`src/rtl/sbqm_pkg.sv`:
```
// sbqm_pkg
//   Shared definitions for the multi-teller queue manager: default parameter
//   values, width helper functions and the wait-time divider state encoding.
//   Optional feature macro used by the other files: SBQM_STATS_EN.
package sbqm_pkg;

    localparam int DEF_DEPTH       = 7;
    localparam int DEF_MAX_TELLERS = 3;
    localparam int DEF_T_SERVICE   = 3;
    localparam int DEF_SYNC_STAGES = 2;

    // Occupancy width: holds 0..depth.
    function automatic int cnt_w(input int depth);
        return (depth > 0) ? $clog2(depth + 1) : 1;
    endfunction

    // Teller-count width: holds 0..max_tellers.
    function automatic int tel_w(input int max_tellers);
        return (max_tellers > 0) ? $clog2(max_tellers + 1) : 1;
    endfunction

    // Wait-time width: holds the largest numerator T*(DEPTH+MAX_TELLERS-1),
    // which also bounds every quotient since the divisor is at least 1.
    function automatic int wait_w(input int depth, input int max_tellers, input int t_service);
        int w;
        w = $clog2(t_service * (depth + max_tellers - 1) + 1);
        return (w < 2) ? 2 : w;
    endfunction

    typedef enum logic {
        IDLE = 1'b0,
        DIV  = 1'b1
    } div_state_e;

endpackage

```
`src/rtl/sbqm_multi_teller_if.sv`:
```
// sbqm_multi_teller_if
//   Bundles the sensor/teller inputs and the status outputs of the queue
//   manager.
//   master: door-sensor front-end / display side (drives sensors, tcount, err_clr)
//   slave : sbqm_multi_teller (drives pcount, wtime, flags)
//   With SBQM_STATS_EN defined, served_total and peak_pcount are added.
interface sbqm_multi_teller_if
    import sbqm_pkg::*;
#(
    parameter int DEPTH       = DEF_DEPTH,
    parameter int MAX_TELLERS = DEF_MAX_TELLERS,
    parameter int T_SERVICE   = DEF_T_SERVICE
) ();

    localparam int CW = cnt_w(DEPTH);
    localparam int TW = tel_w(MAX_TELLERS);
    localparam int WW = wait_w(DEPTH, MAX_TELLERS, T_SERVICE);

    logic          sensor_a;
    logic          sensor_b;
    logic [TW-1:0] tcount;
    logic          err_clr;
    logic [CW-1:0] pcount;
    logic [WW-1:0] wtime;
    logic          wtime_valid;
    logic          full;
    logic          empty;
    logic          overflow_err;
    logic          underflow_err;
    logic          teller_err;
`ifdef SBQM_STATS_EN
    logic [15:0]   served_total;
    logic [CW-1:0] peak_pcount;

    modport master (
        output sensor_a, sensor_b, tcount, err_clr,
        input  pcount, wtime, wtime_valid, full, empty,
               overflow_err, underflow_err, teller_err,
               served_total, peak_pcount
    );
    modport slave (
        input  sensor_a, sensor_b, tcount, err_clr,
        output pcount, wtime, wtime_valid, full, empty,
               overflow_err, underflow_err, teller_err,
               served_total, peak_pcount
    );
`else
    modport master (
        output sensor_a, sensor_b, tcount, err_clr,
        input  pcount, wtime, wtime_valid, full, empty,
               overflow_err, underflow_err, teller_err
    );
    modport slave (
        input  sensor_a, sensor_b, tcount, err_clr,
        output pcount, wtime, wtime_valid, full, empty,
               overflow_err, underflow_err, teller_err
    );
`endif

endinterface

```
`src/rtl/sbqm_wait_calc.sv`:
```
// sbqm_wait_calc
//   Computes W = T_SERVICE*(pcount+tcount-1)/tcount with a restoring divider
//   producing one quotient bit per clock (WW clocks per result).
//   Ports:
//     clk, rst       clock, asynchronous active-low reset
//     start          operands changed while IDLE
//     abort          operands changed while busy: drop the division and restart
//     pcount/tcount  current operands (tcount is the registered copy)
//     teller_bad     tcount is zero or above MAX_TELLERS
//     busy           a division is in flight
//     done           one-cycle strobe: result is valid this cycle
//     result         wait time to load when done is high
module sbqm_wait_calc
    import sbqm_pkg::*;
#(
    parameter  int DEPTH       = DEF_DEPTH,
    parameter  int MAX_TELLERS = DEF_MAX_TELLERS,
    parameter  int T_SERVICE   = DEF_T_SERVICE,
    localparam int CW          = cnt_w(DEPTH),
    localparam int TW          = tel_w(MAX_TELLERS),
    localparam int WW          = wait_w(DEPTH, MAX_TELLERS, T_SERVICE),
    localparam int NW          = WW + TW
) (
    input  logic          clk,
    input  logic          rst,
    input  logic          start,
    input  logic          abort,
    input  logic [CW-1:0] pcount,
    input  logic [TW-1:0] tcount,
    input  logic          teller_bad,
    output logic          busy,
    output logic          done,
    output logic [WW-1:0] result
);

    localparam int KW = (WW > 1) ? $clog2(WW) : 1;

    div_state_e    state_q, state_d;
    logic [WW-1:0] quo_q, quo_step;
    logic [TW-1:0] rem_q, rem_step, dvs_q;
    logic [KW-1:0] step_q;
    logic [NW-1:0] numer;
    logic [TW:0]   trial;
    logic          special, load;
    logic [WW-1:0] special_val;

    assign numer       = NW'(T_SERVICE) * (NW'(pcount) + NW'(tcount) - NW'(1));
    assign special     = (pcount == '0) || teller_bad;
    assign special_val = (pcount == '0) ? '0 : '1;
    assign busy        = (state_q == DIV);

    // One restoring step: bring down the next dividend bit, subtract if it fits.
    assign trial = {rem_q, quo_q[WW-1]};

    // NOTE: every signal written in an always_comb gets a default first, so
    // no path leaves it unassigned and no latch is inferred.
    always_comb begin
        rem_step = trial[TW-1:0];
        quo_step = {quo_q[WW-2:0], 1'b0};
        if (trial >= {1'b0, dvs_q}) begin
            rem_step    = TW'(trial - {1'b0, dvs_q});
            quo_step[0] = 1'b1;
        end
    end

    always_comb begin
        state_d = state_q;
        load    = 1'b0;
        done    = 1'b0;
        result  = special_val;
        case (state_q)
            IDLE: begin
                if (start) begin
                    if (special) begin
                        done = 1'b1;
                    end else begin
                        load    = 1'b1;
                        state_d = DIV;
                    end
                end
            end
            DIV: begin
                if (abort) begin
                    if (special) begin
                        done    = 1'b1;
                        state_d = IDLE;
                    end else begin
                        load = 1'b1;
                    end
                end else if (step_q == KW'(WW - 1)) begin
                    done    = 1'b1;
                    result  = quo_step;
                    state_d = IDLE;
                end
            end
            default: state_d = IDLE;
        endcase
    end

    // NOTE: sequential state uses non-blocking assignments so every flop
    // samples the pre-edge values of the others.
    always_ff @(posedge clk or negedge rst) begin
        if (!rst) begin
            state_q <= IDLE;
            quo_q   <= '0;
            rem_q   <= '0;
            dvs_q   <= '0;
            step_q  <= '0;
        end else begin
            state_q <= state_d;
            if (load) begin
                // The numerator's top TW bits are always zero (below the
                // divisor), so they seed the remainder and only WW steps remain.
                rem_q  <= numer[NW-1:WW];
                quo_q  <= numer[WW-1:0];
                dvs_q  <= tcount;
                step_q <= '0;
            end else if (state_q == DIV) begin
                rem_q  <= rem_step;
                quo_q  <= quo_step;
                step_q <= step_q + KW'(1);
            end
        end
    end

endmodule

```
`src/rtl/sbqm_multi_teller.sv`:
```
// sbqm_multi_teller
//   Queue manager for a multi-teller bank. Synchronises the entry/exit door
//   sensors, keeps the occupancy count with full/empty and sticky error flags,
//   and drives an estimated wait time from the sbqm_wait_calc divider.
//   Ports:
//     clk   system clock
//     rst   asynchronous active-low reset
//     bus   sbqm_multi_teller_if.slave: sensor_a/sensor_b/tcount/err_clr in;
//           pcount, wtime, wtime_valid, full, empty, overflow_err,
//           underflow_err, teller_err out
//   Optional: SBQM_STATS_EN adds served_total and peak_pcount on bus.
module sbqm_multi_teller
    import sbqm_pkg::*;
#(
    parameter int DEPTH       = DEF_DEPTH,
    parameter int MAX_TELLERS = DEF_MAX_TELLERS,
    parameter int T_SERVICE   = DEF_T_SERVICE,
    parameter int SYNC_STAGES = DEF_SYNC_STAGES
) (
    input  logic                clk,
    input  logic                rst,
    sbqm_multi_teller_if.slave  bus
);

    localparam int CW = cnt_w(DEPTH);
    localparam int TW = tel_w(MAX_TELLERS);
    localparam int WW = wait_w(DEPTH, MAX_TELLERS, T_SERVICE);

    logic [SYNC_STAGES-1:0] sync_a, sync_b;
    logic                   prev_a, prev_b;
    logic                   entry, leave;

    logic [CW-1:0] pcount_q, pcount_d, pcount_seen;
    logic          full_q, empty_q, ovf_q, udf_q;
    logic          ovf_evt, udf_evt, dec_evt;
    logic [TW-1:0] tcount_q, tcount_seen;
    logic          teller_bad, changed;

    logic          calc_busy, calc_done;
    logic [WW-1:0] calc_result;
    logic [WW-1:0] wtime_q;
    logic          valid_q;

    // Sensor synchronisers; sync_x[0] samples the raw level.
    always_ff @(posedge clk or negedge rst) begin
        if (!rst) begin
            sync_a <= '0;
            sync_b <= '0;
            prev_a <= 1'b0;
            prev_b <= 1'b0;
        end else begin
            sync_a <= {sync_a[SYNC_STAGES-2:0], bus.sensor_a};
            sync_b <= {sync_b[SYNC_STAGES-2:0], bus.sensor_b};
            prev_a <= sync_a[SYNC_STAGES-1];
            prev_b <= sync_b[SYNC_STAGES-1];
        end
    end

    assign entry = sync_a[SYNC_STAGES-1] & ~prev_a;
    assign leave = sync_b[SYNC_STAGES-1] & ~prev_b;

    // Simultaneous entry and exit cancel, even at full or empty.
    always_comb begin
        pcount_d = pcount_q;
        ovf_evt  = 1'b0;
        udf_evt  = 1'b0;
        dec_evt  = 1'b0;
        case ({entry, leave})
            2'b10: begin
                if (full_q) ovf_evt  = 1'b1;
                else        pcount_d = pcount_q + CW'(1);
            end
            2'b01: begin
                if (empty_q) begin
                    udf_evt = 1'b1;
                end else begin
                    pcount_d = pcount_q - CW'(1);
                    dec_evt  = 1'b1;
                end
            end
            default: ;
        endcase
    end

    always_ff @(posedge clk or negedge rst) begin
        if (!rst) begin
            pcount_q    <= '0;
            full_q      <= 1'b0;
            empty_q     <= 1'b1;
            ovf_q       <= 1'b0;
            udf_q       <= 1'b0;
            tcount_q    <= '0;
            pcount_seen <= '0;
            tcount_seen <= '0;
        end else begin
            pcount_q    <= pcount_d;
            full_q      <= (pcount_d == CW'(DEPTH));
            empty_q     <= (pcount_d == '0);
            // A new error event outranks a clear in the same cycle.
            ovf_q       <= ovf_evt | (ovf_q & ~bus.err_clr);
            udf_q       <= udf_evt | (udf_q & ~bus.err_clr);
            tcount_q    <= bus.tcount;
            pcount_seen <= pcount_q;
            tcount_seen <= tcount_q;
        end
    end

    assign teller_bad = (tcount_q == '0) || ({1'b0, tcount_q} > (TW+1)'(MAX_TELLERS));
    assign changed    = (pcount_q != pcount_seen) || (tcount_q != tcount_seen);

    sbqm_wait_calc #(
        .DEPTH       (DEPTH),
        .MAX_TELLERS (MAX_TELLERS),
        .T_SERVICE   (T_SERVICE)
    ) u_wait_calc (
        .clk        (clk),
        .rst        (rst),
        .start      (changed & ~calc_busy),
        .abort      (changed & calc_busy),
        .pcount     (pcount_q),
        .tcount     (tcount_q),
        .teller_bad (teller_bad),
        .busy       (calc_busy),
        .done       (calc_done),
        .result     (calc_result)
    );

    // wtime holds its last result until a new one completes; valid drops as
    // soon as a new computation is kicked off unless it finishes immediately.
    always_ff @(posedge clk or negedge rst) begin
        if (!rst) begin
            wtime_q <= '0;
            valid_q <= 1'b1;
        end else if (calc_done) begin
            wtime_q <= calc_result;
            valid_q <= 1'b1;
        end else if (changed) begin
            valid_q <= 1'b0;
        end
    end

`ifdef SBQM_STATS_EN
    logic [15:0]   served_q;
    logic [CW-1:0] peak_q;

    always_ff @(posedge clk or negedge rst) begin
        if (!rst) begin
            served_q <= '0;
            peak_q   <= '0;
        end else begin
            served_q <= served_q + 16'(dec_evt);
            if (bus.err_clr)          peak_q <= pcount_q;
            else if (pcount_q > peak_q) peak_q <= pcount_q;
        end
    end

    assign bus.served_total = served_q;
    assign bus.peak_pcount  = peak_q;
`endif

    assign bus.pcount        = pcount_q;
    assign bus.full          = full_q;
    assign bus.empty         = empty_q;
    assign bus.overflow_err  = ovf_q;
    assign bus.underflow_err = udf_q;
    assign bus.wtime         = wtime_q;
    assign bus.wtime_valid   = valid_q;
    assign bus.teller_err    = (bus.tcount == '0) ||
                               ({1'b0, bus.tcount} > (TW+1)'(MAX_TELLERS));

endmodule

```
`src/flat_wrapper.sv`:
```
// flat-port wrapper written by rule: the top's interface ports become plain ports
module sbqm_multi_teller_flat import sbqm_pkg::*;
#(
    parameter int DEPTH       = DEF_DEPTH,
    parameter int MAX_TELLERS = DEF_MAX_TELLERS,
    parameter int T_SERVICE   = DEF_T_SERVICE,
    parameter int SYNC_STAGES = DEF_SYNC_STAGES
)
  (clk, rst, bus_sensor_a, bus_sensor_b, bus_tcount, bus_err_clr, bus_pcount, bus_wtime, bus_wtime_valid, bus_full, bus_empty, bus_overflow_err, bus_underflow_err, bus_teller_err);
  sbqm_multi_teller_if #(.DEPTH(DEPTH), .MAX_TELLERS(MAX_TELLERS), .T_SERVICE(T_SERVICE)) bus_i ();
  input  logic clk;
  input  logic rst;
  input wire logic [$bits(bus_i.sensor_a)-1:0] bus_sensor_a;
  input wire logic [$bits(bus_i.sensor_b)-1:0] bus_sensor_b;
  input wire logic [$bits(bus_i.tcount)-1:0] bus_tcount;
  input wire logic [$bits(bus_i.err_clr)-1:0] bus_err_clr;
  output wire logic [$bits(bus_i.pcount)-1:0] bus_pcount;
  output wire logic [$bits(bus_i.wtime)-1:0] bus_wtime;
  output wire logic [$bits(bus_i.wtime_valid)-1:0] bus_wtime_valid;
  output wire logic [$bits(bus_i.full)-1:0] bus_full;
  output wire logic [$bits(bus_i.empty)-1:0] bus_empty;
  output wire logic [$bits(bus_i.overflow_err)-1:0] bus_overflow_err;
  output wire logic [$bits(bus_i.underflow_err)-1:0] bus_underflow_err;
  output wire logic [$bits(bus_i.teller_err)-1:0] bus_teller_err;
  assign bus_i.sensor_a = bus_sensor_a;
  assign bus_i.sensor_b = bus_sensor_b;
  assign bus_i.tcount = bus_tcount;
  assign bus_i.err_clr = bus_err_clr;
  assign bus_pcount = bus_i.pcount;
  assign bus_wtime = bus_i.wtime;
  assign bus_wtime_valid = bus_i.wtime_valid;
  assign bus_full = bus_i.full;
  assign bus_empty = bus_i.empty;
  assign bus_overflow_err = bus_i.overflow_err;
  assign bus_underflow_err = bus_i.underflow_err;
  assign bus_teller_err = bus_i.teller_err;
  sbqm_multi_teller #(.DEPTH(DEPTH), .MAX_TELLERS(MAX_TELLERS), .T_SERVICE(T_SERVICE), .SYNC_STAGES(SYNC_STAGES)) u_core (.clk(clk), .rst(rst), .bus(bus_i));
endmodule
```
`config.mk`:
```
export PLATFORM = sky130hd
export DESIGN_NAME = sbqm_multi_teller_flat
export DESIGN_NICKNAME = d
export VERILOG_FILES = /design/src/rtl/sbqm_pkg.sv /design/src/rtl/sbqm_multi_teller_if.sv /design/src/rtl/sbqm_wait_calc.sv /design/src/rtl/sbqm_multi_teller.sv /design/src/flat_wrapper.sv
export SDC_FILE = /design/constraint.sdc
export NUM_CORES = 1
export LEC_CHECK = 0
export ABC_AREA = 1
export BUFFER_PORTS_ARGS = -buffer_cell sky130_fd_sc_hd__buf_2
export CORE_AREA = 4 4 94 96
export DETAILED_ROUTE_END_ITERATION = 7
export DIE_AREA = 0 0 98 100
export GPL_TIMING_DRIVEN = 0
export PLACE_DENSITY = 0.46
export SYNTH_ARGS = -nofsm -noshare
export SYNTH_HDL_FRONTEND = slang
export SYNTH_SLANG_ARGS = --single-unit
```
`constraint.sdc`:
```
create_clock -name clk -period 3.4 [get_ports clk]
set_input_delay 0.68 -clock clk [delete_from_list [all_inputs] [get_ports clk]]
set_output_delay 0.68 -clock clk [all_outputs]
set_load 0.05 [all_outputs]
```
-- Yosys cells after proc, flatten, opt, wreduce, memory -nomap -nowiden
Cells that the tools add are included.
- logic and storage cells: 86
- bits of input ports: 7
- output and inout bits: 14
- flip-flop bits (word level): 39
- add/sub/neg operators: 6
- $mul: 1
- equal/unequal tests: 6
- $lt $le $gt $ge: 1
- reductions and logical operators: 8
- mux-type cells: 33
- bitwise gates (word level): 12
- operator list (cell ; number):
    2-to-1 mux 5 bit ; 6
    2-to-1 mux 1 bit ; 16
    2-to-1 mux 3 bit ; 4
    multiplier 2 x 7 -> 7 bit (first input constant) ; 1
    subtractor 7 x 1 -> 7 bit (second input constant) ; 1
    adder 3 x 1 -> 3 bit (second input constant) ; 2
    AND 1 bit ; 6
    equality test 3 bit (second input constant) ; 2
    logical NOT 3 bit ; 2
    2-to-1 mux 2 bit ; 3
    case mux 1 bit (2 select lines) ; 3
    case mux 3 bit (2 select lines) ; 1
    adder 3 x 2 -> 4 bit ; 1
    logical NOT 2 bit ; 2
    inverter 1 bit ; 4
    nonzero test 2 bit ; 2
    greater-or-equal comparator 3 x 2 -> 1 bit ; 1
    != test 3 bit ; 1
    subtractor 3 x 1 -> 3 bit (second input constant) ; 1
    equality test 2 x 1 -> 1 bit (second input constant) ; 1
    equality test 2 bit (second input constant) ; 1
    logical OR 1 bit ; 2
    != test 2 bit ; 1
    OR 1 bit ; 2
    subtractor 2 bit ; 1

-- Depth between registers and ports, before layout
- word-level depth: 6
- gate-level depth with buffers: 18
- depth with buffers taken out: 18

-- Modules after synthesis
Synthesis repeated with hierarchy kept, for this count alone.
- cells, all modules: 261
- area total of the unflattened synthesis: 2144.6 um^2
- modules (own cells, without submodules) (module ; instances ; area an instance (um^2) ; cells each ; sequential area each (um^2)):
    sbqm_multi_teller ; 1 ; 1081.0 ; 120 ; 653.1
    sbqm_wait_calc ; 1 ; 1063.5 ; 141 ; 325.3

-- Worst setup path after synthesis
Ideal clock, no wire load.
- kind: flip-flop to flip-flop
- start point: register u_core.pcount_q[0], in the netlist u_core.bus.pcount[0]
- end point: register u_core.u_wait_calc.quo_q[4]
- data required time: 3.277 ns
- buffers on the path: 0
- arrival time: 2.886 ns
- setup time: 0.123 ns
- cell stages (with the launch flop): 15
- period minus slack after synthesis: 3.009 ns
- path slack: 0.391 ns
- cell sequence: dfrtp_1 -> ha_1 -> fa_1 -> inv_1 -> ha_1 -> inv_1 -> nand2_1 -> nand2_1 -> ha_1 -> nand2_1 -> nand2_1 -> o21bai_1 -> xor2_1 -> o21ai_0 -> nand2_1
- cells in the longest elaborated chain, start to end: 6
- elaborated cells on any way between the ends: 15
- classes of those cells: 2 x add/sub; 1 x mul; 1 x eq/ne; 5 x mux; 2 x bitwise; 4 x reduce/logical
- ends and longest elaborated chain (item ; RTL line ; source):
    from (decl) ; sbqm_multi_teller.sv:33 ; logic [CW-1:0] pcount_q, pcount_d, pcount_seen;
    from (signal assigned) ; sbqm_multi_teller.sv:96 ; pcount_q <= pcount_d;
    branches (longest 6 deep; another with subtractor 7 x 1 -> 7 bit) ; n/a ;
    to (signal assigned) ; sbqm_wait_calc.sv:115 ; quo_q <= numer[WW-1:0];
    to (signal assigned) ; sbqm_wait_calc.sv:120 ; quo_q <= quo_step;
    to (decl) ; sbqm_wait_calc.sv:39 ; logic [WW-1:0] quo_q, quo_step;
Several ways; the timed one is not identified.
A chain may end at the register's enable or synchronous reset.

-- Worst setup path in the final report
Ends and elaborated chain as after synthesis.

==> flow_metrics.env <==
export IMPL_status="completed"
export IMPL_drcViolationCount=0
export IMPL_worst_pin_slew_ns=0.890
export IMPL_p_sw_frac=0.474
export IMPL_place_congestion=0.774
export IMPL_clock_sinks=39
export IMPL_fin_ws_ns=0.401
export IMPL_p_leak_nw=1.39
export IMPL_pwr_density_cell_mw_per_mm2=964
export IMPL_grt_max_degree=40
export IMPL_synth_seq_cells=39
export IMPL_path_clk_slew_ns=0.08
export IMPL_die_area_sq_mm=0.00980
export IMPL_start_kind="flop"
export IMPL_antenna_found_initial=0
export IMPL_drv_cap=0
export IMPL_fin_nets=326
export IMPL_cpMostUsedCell="nand2_1"
export IMPL_grt_pass1_vias=1777
export IMPL_drtPass1Iterations=4
export IMPL_vdd_drop_max_mv=0.186
export IMPL_multiInputGateArea_sq_mm=0.00106
export IMPL_synth_area_leaders="dfrtp_1, nand2_1, ha_1, inv_1, nand3_1"
export IMPL_power_frac_seq=0.287
export IMPL_critPathRequiredTime_ns=3.59
export IMPL_fillCellCount=874
export IMPL_ys_types=30
export IMPL_end_kind="flop"
export IMPL_yosysMostFrequentCell="nand2_1"
export IMPL_syn2layout_area_growth_pct=15.3
export IMPL_wl_per_cell_um=10.6
export IMPL_pwr_share_clk=0.155
export IMPL_path_class="reg -> reg"
export IMPL_drive_gt1_frac=0.169
export IMPL_min_path_type="reg -> reg"
export IMPL_synth_cell_area_sq_mm=0.00225
export IMPL_setup_violations=0
export IMPL_io_buffer_count=20
export IMPL_min_period_ns=3.00
export IMPL_avgSynthCellArea_sq_um=8.22
export IMPL_insertion_delay_ns=0.30
export IMPL_num_io_pins=21
export IMPL_drt_total_wl_um=4330
export IMPL_synth_top_cells_by_count="nand2_1, inv_1, dfrtp_1"
export IMPL_post_route_period_util=0.882
export IMPL_crit_path_max_fanout=7
export IMPL_ys_async_sr_fraction=1.00
export IMPL_path_delay_family="adder cells"
export IMPL_synthFlopType="dfrtp_1"
export IMPL_viasPerCell=4.24
export IMPL_grt_use_total=0.100
export IMPL_ctsHtreeMaxLevel=2
export IMPL_hold_start="u_core.sync_a[0]$_DFF_PN0_"
export IMPL_synth_nets=299
export IMPL_place_ws_ns=0.395
export IMPL_cts_tree="done"
export IMPL_grt_setup_unrepaired="no"
export IMPL_ff2ff_setup_slack_ns=0.40
export IMPL_start_util=0.280
export IMPL_tns_ns=0
export IMPL_r2r_start="u_core.bus.pcount[0]$_DFF_PN0_"
export IMPL_finalHoldViolCount=0
export IMPL_p_int_mw=1.32
export IMPL_seqCellArea_sq_um=978
export IMPL_slew_headroom=0.407
export IMPL_yosysSeqAreaShare=0.434
export IMPL_cp_slowest_stage_delay_ns=0.49
export IMPL_cts_buffers=5
export IMPL_path_buf_inv=2
export IMPL_netlist_area_leader_share=0.411
export IMPL_die_h_um=100
export IMPL_clockBufferDepth=2
export IMPL_cts_root_buf="clkbuf_8"
export IMPL_arrival_ns=3.18
export IMPL_cts_resized=0
export IMPL_ys_warn_count=0
export IMPL_power_frac_comb=0.558
export IMPL_synthCells=274
export IMPL_grt_pass1_wl_um=8020
export IMPL_gr_total_overflow=0
export IMPL_timing_fmax_mhz=333
export IMPL_skew_ns=0.00851
export IMPL_post_cts_buffers=0
export IMPL_die_w_um=98
export IMPL_p_switching_mw=1.19
export IMPL_crit_path_top_delay_cell="fa_1"
export IMPL_num_vias=1726
export IMPL_drt_iter0_markers=52
export IMPL_crit_chain="ha_1 > fa_1 > inv_1 > ha_1 > inv_1 > nand2_1 > nand2_1 > ha_1 > nand2_1 > nand2_1 > o21bai_1 > xor2_1 > o21ai_0 > nand2_1"
export IMPL_maxSlewViolCount=0
export IMPL_n_antenna_cell=0
export IMPL_synth_edff_count=0
export IMPL_synth_top_cell_by_area="dfrtp_1"
export IMPL_cts_hold_buf=0
export IMPL_row_count=33
export IMPL_cp_startpoint="u_core.bus.pcount[0]$_DFF_PN0_"
export IMPL_drt_antenna_violating_nets=0
export IMPL_core_sq_mm=0.00805
export IMPL_place_hpwl_um=3360
-- metal layers --
layer  track usage  share of wire
met5             0              0
met1         0.128           0.49
met3        0.0215          0.038
met4        0.0383          0.020
met2         0.167           0.45
-- sequential cells by signal, indices dropped and copies added, names as in the netlist, 2 cells and up --
signal                     flops
u_core.bus.pcount              3
u_core.bus.wtime               5
u_core.pcount_seen             3
u_core.sync_a                  2
u_core.sync_b                  2
u_core.tcount_q                2
u_core.tcount_seen             2
u_core.u_wait_calc.dvs_q       2
u_core.u_wait_calc.quo_q       5
u_core.u_wait_calc.rem_q       2
u_core.u_wait_calc.step_q      3
-- power groups by stage --
stage	clock, mW	combinational, mW	sequential [mW]
global route	0.425	1.63	0.741
detailed placement	0	1.42	0.730
floorplan	0	0.941	0.904
finish	0.388	1.40	0.720
global placement	0	1.41	0.727
CTS	0.405	1.42	0.722
-- final cells by class --
cell class                 instances  area share
multi-input combinational        183       0.407
sequential                        39       0.377
inverter                          47      0.0689
tap                              105      0.0506
timing repair buffer              20      0.0385
clock buffer                       5      0.0265
clock inverter                     3      0.0169
buffer                             5      0.0154
-- worst register-to-register path: cells and delay by family (launching register included) --
kind / cells / cell delay (ns)
XOR/XNOR: 1 / 0.16
AND/OR/NAND/NOR: 5 / 0.39
adder cells (fa/ha/maj): 4 / 1.38
flip-flops: 1 / 0.47
buffers and inverters: 2 / 0.18
AO/OA/AOI/OAI: 2 / 0.31
-- layout by cell type (no fill, tap or decap), drive strengths merged --
master  instances
inv            47
clkbuf          5
o21ai          15
nand4           2
xor2            5
buf            25
nor2           17
xnor2           1
nand3b          5
fa              2
o22ai           2
bufinv          1
a21oi           7
clkinv          2
dfrtp          37
nor3            1
o211ai          2
ha             16
nand3          29
o21bai          1
or2             1
dfstp           2
nand2          77
-- stage by stage --
stage          std cells  total power, mW  hold WS [ns]  utilization  instance area (sq um)
2_1_floorplan        274             1.84         0.331            -                   2250
3_3_place_gp         399             2.14         0.333        0.309                   2480
3_5_place_dp         399             2.15         0.335        0.309                   2480
4_1_cts              407             2.55         0.354        0.323                   2600
5_1_grt              407             2.79         0.363        0.323                   2600
6_report             407             2.50         0.351        0.323                   2600
-- final timing paths --
path / endpoint / depth (start not counted)
worst max register to register: u_core.u_wait_calc.quo_q[4]$_DFFE_PN0P_ / 14
worst min register to register: u_core.sync_a[1]$_DFF_PN0_ / 0
worst max-delay path: u_core.u_wait_calc.quo_q[4]$_DFFE_PN0P_ / 14
max in group asynchronous: u_core.u_wait_calc.quo_q[1]$_DFFE_PN0P_ / 1
worst min-delay path: u_core.sync_a[1]$_DFF_PN0_ / 0
min in group asynchronous: u_core.bus.pcount[1]$_DFF_PN0_ / 1
-- logic make-up after synthesis --
| logic type | synth area share |
|---|---|
| AO/OA/AOI/OAI | 0.0644 |
| XOR/XNOR | 0.0233 |
| adder cells (fa/ha/maj) | 0.107 |
| buffers and inverters | 0.0972 |
| flip-flops | 0.434 |
| AND/OR/NAND/NOR | 0.274 |
Power figures use the tool's default switching activity.
